`src/rtl/pio_cmd_arbiter.sv`:
```
// pio_cmd_arbiter
// Shares the single PIO host command port between NREQ requesters.
// Round-robin arbitration that refuses to push into a full TX FIFO or to
// pull from an empty RX FIFO. Each FIFO access locks its machine for a short
// window that covers the PIO flag-update latency. PULL data is steered back
// to the requester that issued the PULL, two cycles after its grant.

module pio_cmd_arbiter #(
    parameter int NREQ = 4
) (
    input  logic                 clk,
    input  logic                 reset,
    input  logic [NREQ-1:0]      req_valid,
    output logic [NREQ-1:0]      req_ready,
    input  logic [4*NREQ-1:0]    req_action,
    input  logic [2*NREQ-1:0]    req_mindex,
    input  logic [5*NREQ-1:0]    req_index,
    input  logic [32*NREQ-1:0]   req_din,
    output logic [NREQ-1:0]      rsp_valid,
    output logic [31:0]          rsp_data,
    output logic [3:0]           pio_action,
    output logic [1:0]           pio_mindex,
    output logic [4:0]           pio_index,
    output logic [31:0]          pio_din,
    input  logic [31:0]          pio_dout,
    input  logic [3:0]           pio_full,
    input  logic [3:0]           pio_empty
);

    localparam int PTR_W = (NREQ > 1) ? $clog2(NREQ) : 1;

    localparam logic [3:0] ACT_NONE = 4'd0;
    localparam logic [3:0] ACT_PULL = 4'd3;
    localparam logic [3:0] ACT_PUSH = 4'd4;

    // Unpacked per-requester command fields
    logic [3:0]       act_s    [NREQ];
    logic [1:0]       mi_s     [NREQ];
    logic [4:0]       ix_s     [NREQ];
    logic [31:0]      din_s    [NREQ];

    // Arbitration state and results
    logic [PTR_W-1:0] ptr_r;
    logic [1:0]       lock_r   [4];
    logic [NREQ-1:0]  elig_s;
    logic             grant_vld_s;
    logic [PTR_W-1:0] grant_idx_s;
    logic [NREQ-1:0]  grant_oh_s;

    // Winner's command fields
    logic [3:0]       win_action_s;
    logic [1:0]       win_mindex_s;
    logic [4:0]       win_index_s;
    logic [31:0]      win_din_s;
    logic             win_fifo_s;

    // Registered PIO command and PULL response pipeline
    logic [3:0]       pio_action_r;
    logic [1:0]       pio_mindex_r;
    logic [4:0]       pio_index_r;
    logic [31:0]      pio_din_r;
    logic [NREQ-1:0]  pull_oh_r;
    logic [NREQ-1:0]  rsp_valid_r;

    // Slice the flat request buses into per-requester fields
    always_comb begin
        for (int r = 0; r < NREQ; r++) begin
            act_s[r] = req_action[4*r +: 4];
            mi_s[r]  = req_mindex[2*r +: 2];
            ix_s[r]  = req_index[5*r +: 5];
            din_s[r] = req_din[32*r +: 32];
        end
    end

    // Eligibility: FIFO actions need a usable FIFO and an unlocked machine
    always_comb begin
        elig_s = '0;
        for (int r = 0; r < NREQ; r++) begin
            case (act_s[r])
                ACT_PUSH: elig_s[r] = req_valid[r] && reset && !pio_full[mi_s[r]]
                                      && (lock_r[mi_s[r]] == 2'd0);
                ACT_PULL: elig_s[r] = req_valid[r] && reset && !pio_empty[mi_s[r]]
                                      && (lock_r[mi_s[r]] == 2'd0);
                default:  elig_s[r] = req_valid[r] && reset;
            endcase
        end
    end

    // Round-robin search starting just after the last granted requester
    always_comb begin
        logic [PTR_W-1:0] cand_v;
        logic             take_v;
        grant_vld_s = 1'b0;
        grant_idx_s = '0;
        cand_v      = '0;
        take_v      = 1'b0;
        for (int i = 1; i <= NREQ; i++) begin
            cand_v      = PTR_W'((int'(ptr_r) + i) % NREQ);
            take_v      = !grant_vld_s && elig_s[cand_v];
            grant_idx_s = take_v ? cand_v : grant_idx_s;
            grant_vld_s = grant_vld_s | take_v;
        end
    end

    // One-hot grant drives the per-requester ready lines
    always_comb begin
        grant_oh_s = '0;
        if (grant_vld_s) begin
            grant_oh_s[grant_idx_s] = 1'b1;
        end else begin
            grant_oh_s = '0;
        end
    end

    // Select the winning requester's command
    always_comb begin
        win_action_s = act_s[grant_idx_s];
        win_mindex_s = mi_s[grant_idx_s];
        win_index_s  = ix_s[grant_idx_s];
        win_din_s    = din_s[grant_idx_s];
        win_fifo_s   = (act_s[grant_idx_s] == ACT_PUSH) || (act_s[grant_idx_s] == ACT_PULL);
    end

    // Round-robin pointer and the one-cycle PIO command register
    always_ff @(posedge clk) begin
        if (!reset) begin
            ptr_r        <= PTR_W'(NREQ - 1);
            pio_action_r <= ACT_NONE;
            pio_mindex_r <= 2'd0;
            pio_index_r  <= 5'd0;
            pio_din_r    <= 32'd0;
        end else if (grant_vld_s) begin
            ptr_r        <= grant_idx_s;
            pio_action_r <= win_action_s;
            pio_mindex_r <= win_mindex_s;
            pio_index_r  <= win_index_s;
            pio_din_r    <= win_din_s;
        end else begin
            ptr_r        <= ptr_r;
            pio_action_r <= ACT_NONE;
            pio_mindex_r <= 2'd0;
            pio_index_r  <= 5'd0;
            pio_din_r    <= 32'd0;
        end
    end

    // Per-machine lock: reload on a FIFO grant, otherwise count down to zero
    always_ff @(posedge clk) begin
        for (int m = 0; m < 4; m++) begin
            if (!reset) begin
                lock_r[m] <= 2'd0;
            end else if (grant_vld_s && win_fifo_s && (win_mindex_s == 2'(m))) begin
                lock_r[m] <= 2'd3;
            end else if (lock_r[m] != 2'd0) begin
                lock_r[m] <= lock_r[m] - 2'd1;
            end else begin
                lock_r[m] <= 2'd0;
            end
        end
    end

    // Two-stage PULL pipeline: response pulse lands two cycles after grant
    always_ff @(posedge clk) begin
        if (!reset) begin
            pull_oh_r   <= '0;
            rsp_valid_r <= '0;
        end else begin
            pull_oh_r   <= (grant_vld_s && (win_action_s == ACT_PULL)) ? grant_oh_s : '0;
            rsp_valid_r <= pull_oh_r;
        end
    end

    assign req_ready  = grant_oh_s;
    assign rsp_valid  = rsp_valid_r;
    assign rsp_data   = pio_dout;
    assign pio_action = pio_action_r;
    assign pio_mindex = pio_mindex_r;
    assign pio_index  = pio_index_r;
    assign pio_din    = pio_din_r;

endmodule

```
`config.mk`:
```
export PLATFORM = sky130hd
export DESIGN_NAME = pio_cmd_arbiter
export DESIGN_NICKNAME = d
export VERILOG_FILES = /design/src/rtl/pio_cmd_arbiter.sv
export SDC_FILE = /design/constraint.sdc
export NUM_CORES = 1
export LEC_CHECK = 0
export ABC_AREA = 0
export CORE_MARGIN = 2
export CORE_UTILIZATION = 30
export DETAILED_ROUTE_END_ITERATION = 8
export PLACE_DENSITY = 0.72
export REMOVE_ABC_BUFFERS = 1
export SLEW_MARGIN = 20
export SYNTH_ARGS = -nofsm -noshare
export SYNTH_HDL_FRONTEND = slang
export SYNTH_SLANG_ARGS = --single-unit
export TNS_END_PERCENT = 30
```
`constraint.sdc`:
```
create_clock -name clk -period 8.2 [get_ports clk]
set_clock_uncertainty 0.2 [all_clocks]
set_input_delay 2.46 -clock clk [delete_from_list [all_inputs] [get_ports clk]]
set_output_delay 2.46 -clock clk [all_outputs]
set_load 0.1 [all_outputs]
```
==> qor.yml, run 1 <==
crit_start: "req_mindex[0]"
synth_edf_count: 8
rr_startpoint: "lock_r[0][0]$_SDFFCE_PP0P_"
grt_start_max_net_pins: 62
status: "completed"
utilization: 0.503
synth_ff_type: "dfxtp_1"
dr.pass1.iters: 4
maxCapViolCount: 0
grt-ovfl-total: 0
layout_commonest_cell: "clkdlybuf4s50_1"
post-route-period-util: 0.964
final_cell_mix: "clkdlybuf4s50_1, nand2_1, dfxtp_1, nor2_1, a311oi_1"
r2r_end: "lock_r[2][0]$_SDFFCE_PP0P_"
rows: 42
cp_top_family: "buffers and inverters"
diodes: 0
total_leakage_power_nw: 2.77
drt-total-wl_mm: 14.5
hpwlAfterDp_mm: 11.2
final_area_sq_um: 6680
max_freq_mhz: 126
power.density_nw_per_um2: 249
nets: 970
htreeDepth: 3
cp_slowest_cell: "clkdlybuf4s50_1"
routed-via-count: 4454
ir_drop_uv: 123
synth_cells: 555
cts_tree: "yes"
slew_viol_final: 0
grtUsageTotal: 0.200
core-area_sq_um: 13300
cts_setup_buffers: 0
antenna_found_initial: 0
crit_fanout: 8
ys_seq_area_frac: 0.318
crit_cells: 10
crit_chain: "clkdlybuf4s50_1 > mux4_2 > o32ai_1 > o311ai_1 > or2_0 > a211o_4 > inv_2 > nand2_1 > nor2_1 > buf_12"
synthArstFlopShare: 0
synth_cell_types: 57
wl_per_cell_microns: 15.7
cts-root-buf: "clkbuf_16"
die_height_microns: 121
reg2reg_slack_ps: 4170
grt_pass1_wl_mm: 22.4
drc: 0
worstSetupEndpoint: "req_ready[0]"
cp-start-kind: "input pin"
ys_warn_count: 0
ios: 301
cp-end-kind: "primary output"
setup_viol: 0
critPathBufInv: 3
cp_slowest_stage_delay_ps: 660
drive_gt1_frac: 0.0651
hold_viol_final: 0
cts_buffers: 9
crit_arrival_ps: 5250
crit_required_ps: 5540
ant_nets: 0
syn_area_per_cell_sq_um: 7.37
final_cells: 929
via_per_inst: 4.79
slew_headroom: 0.310
die-area_sq_um: 14600
area_growth_pct: 63.4
synth_seq_cells: 61
clk_path_buf_depth: 2
hold_class: "flop to flop"
rsz0062_at_grt: "no"
ff2ff_path_depth: 12
final.setup.tns_ps: 0
grt_pass1_vias: 4220
clkTransAtPathRegs_ps: 50
die_w_microns: 121
setup.worst_path.class: "input pin to primary output"
portBuffers: 236
place_area_sq_um: 6400
worstMarginPinSlew_ps: 1030
period_minus_slack_ps: 7910
drt_iter0_markers: 235
insertion_delay_ps: 340
synth_area_sq_um: 4090
initial_utilization: 0.308
dp.cells: 913
cts.sinks: 61
gp_congestion: 0.907
==> through the flow <==
| step | worst slack, ps | hold slack (ps) | power, mW |
|---|---|---|---|
| 6_report | 294 | 232 | 1.67 |
| 3_5_place_dp | 258 | 218 | 1.33 |
| 5_1_grt | 41.1 | 255 | 1.75 |
| 2_1_floorplan | -2200 | 212 | 1.04 |
| 4_1_cts | 261 | 233 | 1.69 |
| 3_3_place_gp | 292 | 220 | 1.32 |
==> worst register-to-register path: cells and delay by family, from the launching register on <==
family | cells | cell delay, ps
buffers and inverters | 1 | 270
multiplexers | 2 | 550
flip-flops | 1 | 480
AO/OA/AOI/OAI | 5 | 1360
AND/OR/NAND/NOR | 4 | 910
==> layout make-up <==
class                   instances  area, sq um
fillers                      1268         6610
inverters                      14         52.6
clock buffers                  12          256
multi-input cells             418         2370
repair buffers                244         2460
clock inverters                 4         22.5
well taps                     176          220
flip-flops and latches         61         1300
==> registers in the layout, indices dropped and copies added, names as in the netlist <==
signal / cells
pio_action: 4
pio_index: 5
rsp_valid: 4
pio_mindex: 2
lock_r: 8
ptr_r: 2
pio_din: 32
pull_oh_r: 4
==> cells by family after synthesis <==
| kind of cell | after synthesis | synth area share |
|---|---|---|
| buffers and inverters | 83 | 0.117 |
| other | 1 | 0.000917 |
| DFF | 61 | 0.318 |
| muxes | 32 | 0.0930 |
| and+or+nand+nor | 298 | 0.311 |
| adders and majority gates | 4 | 0.0122 |
| AOI/OAI and AO/OA | 76 | 0.147 |
==> worst min-delay path by stage <==
| stage | from | end | cells past startpoint |
|---|---|---|---|
| after floorplan | pull_oh_r[0]$_SDFF_PN0_ | rsp_valid[0]$_SDFF_PN0_ | 1 |
| after global placement | pull_oh_r[0]$_SDFF_PN0_ | rsp_valid[0]$_SDFF_PN0_ | 1 |
| after detailed placement | pull_oh_r[0]$_SDFF_PN0_ | rsp_valid[0]$_SDFF_PN0_ | 1 |
| after CTS | pull_oh_r[0]$_SDFF_PN0_ | rsp_valid[0]$_SDFF_PN0_ | 1 |
| after global routing | pull_oh_r[3]$_SDFF_PN0_ | rsp_valid[3]$_SDFF_PN0_ | 1 |
| final | pull_oh_r[3]$_SDFF_PN0_ | rsp_valid[3]$_SDFF_PN0_ | 1 |
==> per-layer routing <==
layer / track usage / routed length (microns) / vias up
li1: - / - / 2241
met1: 0.250 / 6200 / 1975
met5: 0.0184 / 0 / -
met4: 0.0705 / 267 / 0
met2: 0.311 / 6730 / 216
met3: 0.0769 / 1350 / 22
==> report_power, final <==
| part | leakage, nW | total [mW] | internal (mW) | switching (mW) |
|---|---|---|---|---|
| logic | 2.10 | 0.929 | 0.280 | 0.649 |
| clock network | 0.138 | 0.351 | 0.219 | 0.132 |
| registers | 0.525 | 0.387 | 0.366 | 0.0203 |
==> synthesized netlist by cell type (all sizes together), types with 2 or more instances <==
master | n | area share
mux4 | 3 | 0.017
a311oi | 37 | 0.079
and3 | 2 | 0.0043
nand3b | 4 | 0.0073
o211ai | 3 | 0.0067
o22ai | 4 | 0.0061
nor3b | 4 | 0.0073
mux2 | 9 | 0.027
nand2b | 4 | 0.0061
mux2i | 20 | 0.050
inv | 13 | 0.012
o31ai | 4 | 0.0073
o211a | 2 | 0.0049
nor4b | 2 | 0.0043
clkbuf | 14 | 0.013
a21oi | 3 | 0.0037
nand3 | 8 | 0.0098
nor3 | 6 | 0.010
ha | 4 | 0.012
edfxtp | 8 | 0.059
dfxtp | 53 | 0.26
and2 | 4 | 0.0061
nor2b | 3 | 0.0046
nor4bb | 2 | 0.0049
o21ai | 13 | 0.019
nor4 | 3 | 0.0046
nor2 | 54 | 0.050
buf | 55 | 0.091
o311ai | 3 | 0.0064
nand2 | 197 | 0.18
==> timing repair <==
item	CTS	global route
endpoints found under the hold margin	0	0
resized for setup	0	1
endpoints found under the setup margin	0	1
hold buffers	0	0
No activity file was read; power rests on OpenSTA's default activity.
==> run 2, diff against run 1 <==
- CORE_MARGIN: 2 -> not set
==> run 2 against run 1 <==
  * Die area shrank 3.3%
  * Register-to-register slack is essentially flat
  * Global-route usage grew 1.9 points
  * Highest routed layer unchanged
  * Largest cell class unchanged
  * Worst setup slack lost 31 ps
==> qor.yml, run 2 (synthesized netlist as in run 1, its figures left out) <==
status: "completed"
clkTransAtPathRegs_ps: 50
crit_required_ps: 5540
setup.worst_path.class: "input pin to primary output"
drc: 0
rr_startpoint: "lock_r[0][0]$_SDFFCE_PP0P_"
area_growth_pct: 65.6
rows: 42
min_to: "rsp_valid[0]$_SDFF_PN0_"
crit_arrival_ps: 5280
layout_commonest_cell: "clkdlybuf4s50_1"
setup_viol: 0
utilization: 0.509
ios: 301
cts.sinks: 61
largest_register_ffs: 32
r2r_end: "lock_r[2][1]$_SDFFCE_PP0P_"
hp-start: "pull_oh_r[0]$_SDFF_PN0_"
insertion_delay_ps: 330
clk_path_buf_depth: 2
power.total_mw: 1.78
final.setup.tns_ps: 0
cts_setup_buffers: 0
die_height_microns: 119
reg2reg_slack_ps: 4180
ff2ff_path_depth: 12
power.density_nw_per_um2: 263
diodes: 0
grt_pass1_wl_mm: 23.5
post-route-period-util: 0.968
cts_buffers: 9
wl_per_cell_microns: 16.3
rsz0062_at_grt: "no"
dr.pass1.iters: 4
maxCapViolCount: 0
cts-root-buf: "clkbuf_16"
initial_utilization: 0.308
crit_fanout: 8
cp-end-kind: "primary output"
drive_gt1_frac: 0.0663
via_per_inst: 4.81
cts_tree: "yes"
hpwlAfterDp_mm: 11.5
slew_headroom: 0.321
nets: 971
period_minus_slack_ps: 7940
core-area_sq_um: 13300
htreeDepth: 3
worstMarginPinSlew_ps: 1020
ant_nets: 0
hold_buffers: 0
die-area_sq_um: 14100
hold_class: "flop to flop"
drt_iter0_markers: 228
slew_viol_final: 0
die_w_microns: 119
portBuffers: 236
antenna_found_initial: 0
min_path_cells: 1
total_leakage_power_nw: 2.81
drt-total-wl_mm: 15.1
grt_pass1_vias: 4362
ir_drop_uv: 147
hold_viol_final: 0
grt-ovfl-total: 0
grt_start_max_net_pins: 75
routed-via-count: 4473
cts_resized: 0
final_cell_mix: "clkdlybuf4s50_1, nand2_1, dfxtp_1, nor2_1, a311oi_1"
gp_congestion: 0.873
cp-start-kind: "input pin"
max_freq_mhz: 126
grtUsageTotal: 0.218
## run 2: report_power, final
group	leakage [nW]	switching, mW	internal, mW	total (mW)
clock network	0.181	0.140	0.323	0.463
registers	0.525	0.0210	0.366	0.387
logic	2.11	0.653	0.280	0.933
total	2.81	0.813	0.970	1.78
## run 2: critical path, stage by stage
cell and delay [ps]:
clkdlybuf4s50_1 660, nor4b_1 350, nor2_1 70, o32ai_1 350, o311ai_1 180, or2_0 250, a211o_4 370, inv_2 100
nand2_1 80, nor2_1 190, buf_12 210
## run 2: cell type report
class | count | area, sq um
Clock buffer | 11 | 264
Clock inverter | 5 | 104
Fill cell | 1311 | 6520
Inverter | 14 | 52.6
Multi-Input combinational cell | 418 | 2360
Sequential cell | 61 | 1300
Tap cell | 176 | 220
Timing Repair Buffer | 245 | 2470
## run 2: worst max path at each step
stage | start | endpoint | slack, ps | cells past startpoint
floorplan | req_action[7] | req_ready[3] | -2200 | 8
global placement | req_mindex[0] | req_ready[0] | 370 | 11
detailed placement | req_mindex[0] | req_ready[0] | 290 | 11
CTS | req_mindex[0] | req_ready[0] | 280 | 11
global route | req_mindex[0] | req_ready[0] | 60 | 11
finish | req_mindex[0] | req_ready[0] | 260 | 11
## run 2: through the flow
stage / instances / setup slack (ps) / hold slack, ps / area [sq um]
3_3_place_gp: 914 / 367 / 217 / 6400
4_1_cts: 930 / 284 / 236 / 6770
3_5_place_dp: 914 / 294 / 222 / 6400
6_report: 930 / 263 / 233 / 6770
5_1_grt: 930 / 58.8 / 239 / 6770
2_1_floorplan: 493 / -2200 / 212 / 3690
## run 2: routing by layer
| metal | track usage | part of all wire |
|---|---|---|
| met2 | 0.332 | 0.45 |
| met5 | 0 | 0 |
| met4 | 0.0744 | 0.019 |
| met1 | 0.264 | 0.42 |
| met3 | 0.111 | 0.11 |
==> run 3, diff against run 2 <==
- CORE_MARGIN: not set -> 2
- CTS_CLUSTER_SIZE: not set -> 16
==> results of run 3 <==
Same layout as run 1: the final DEF is identical, and so are final timing and power.
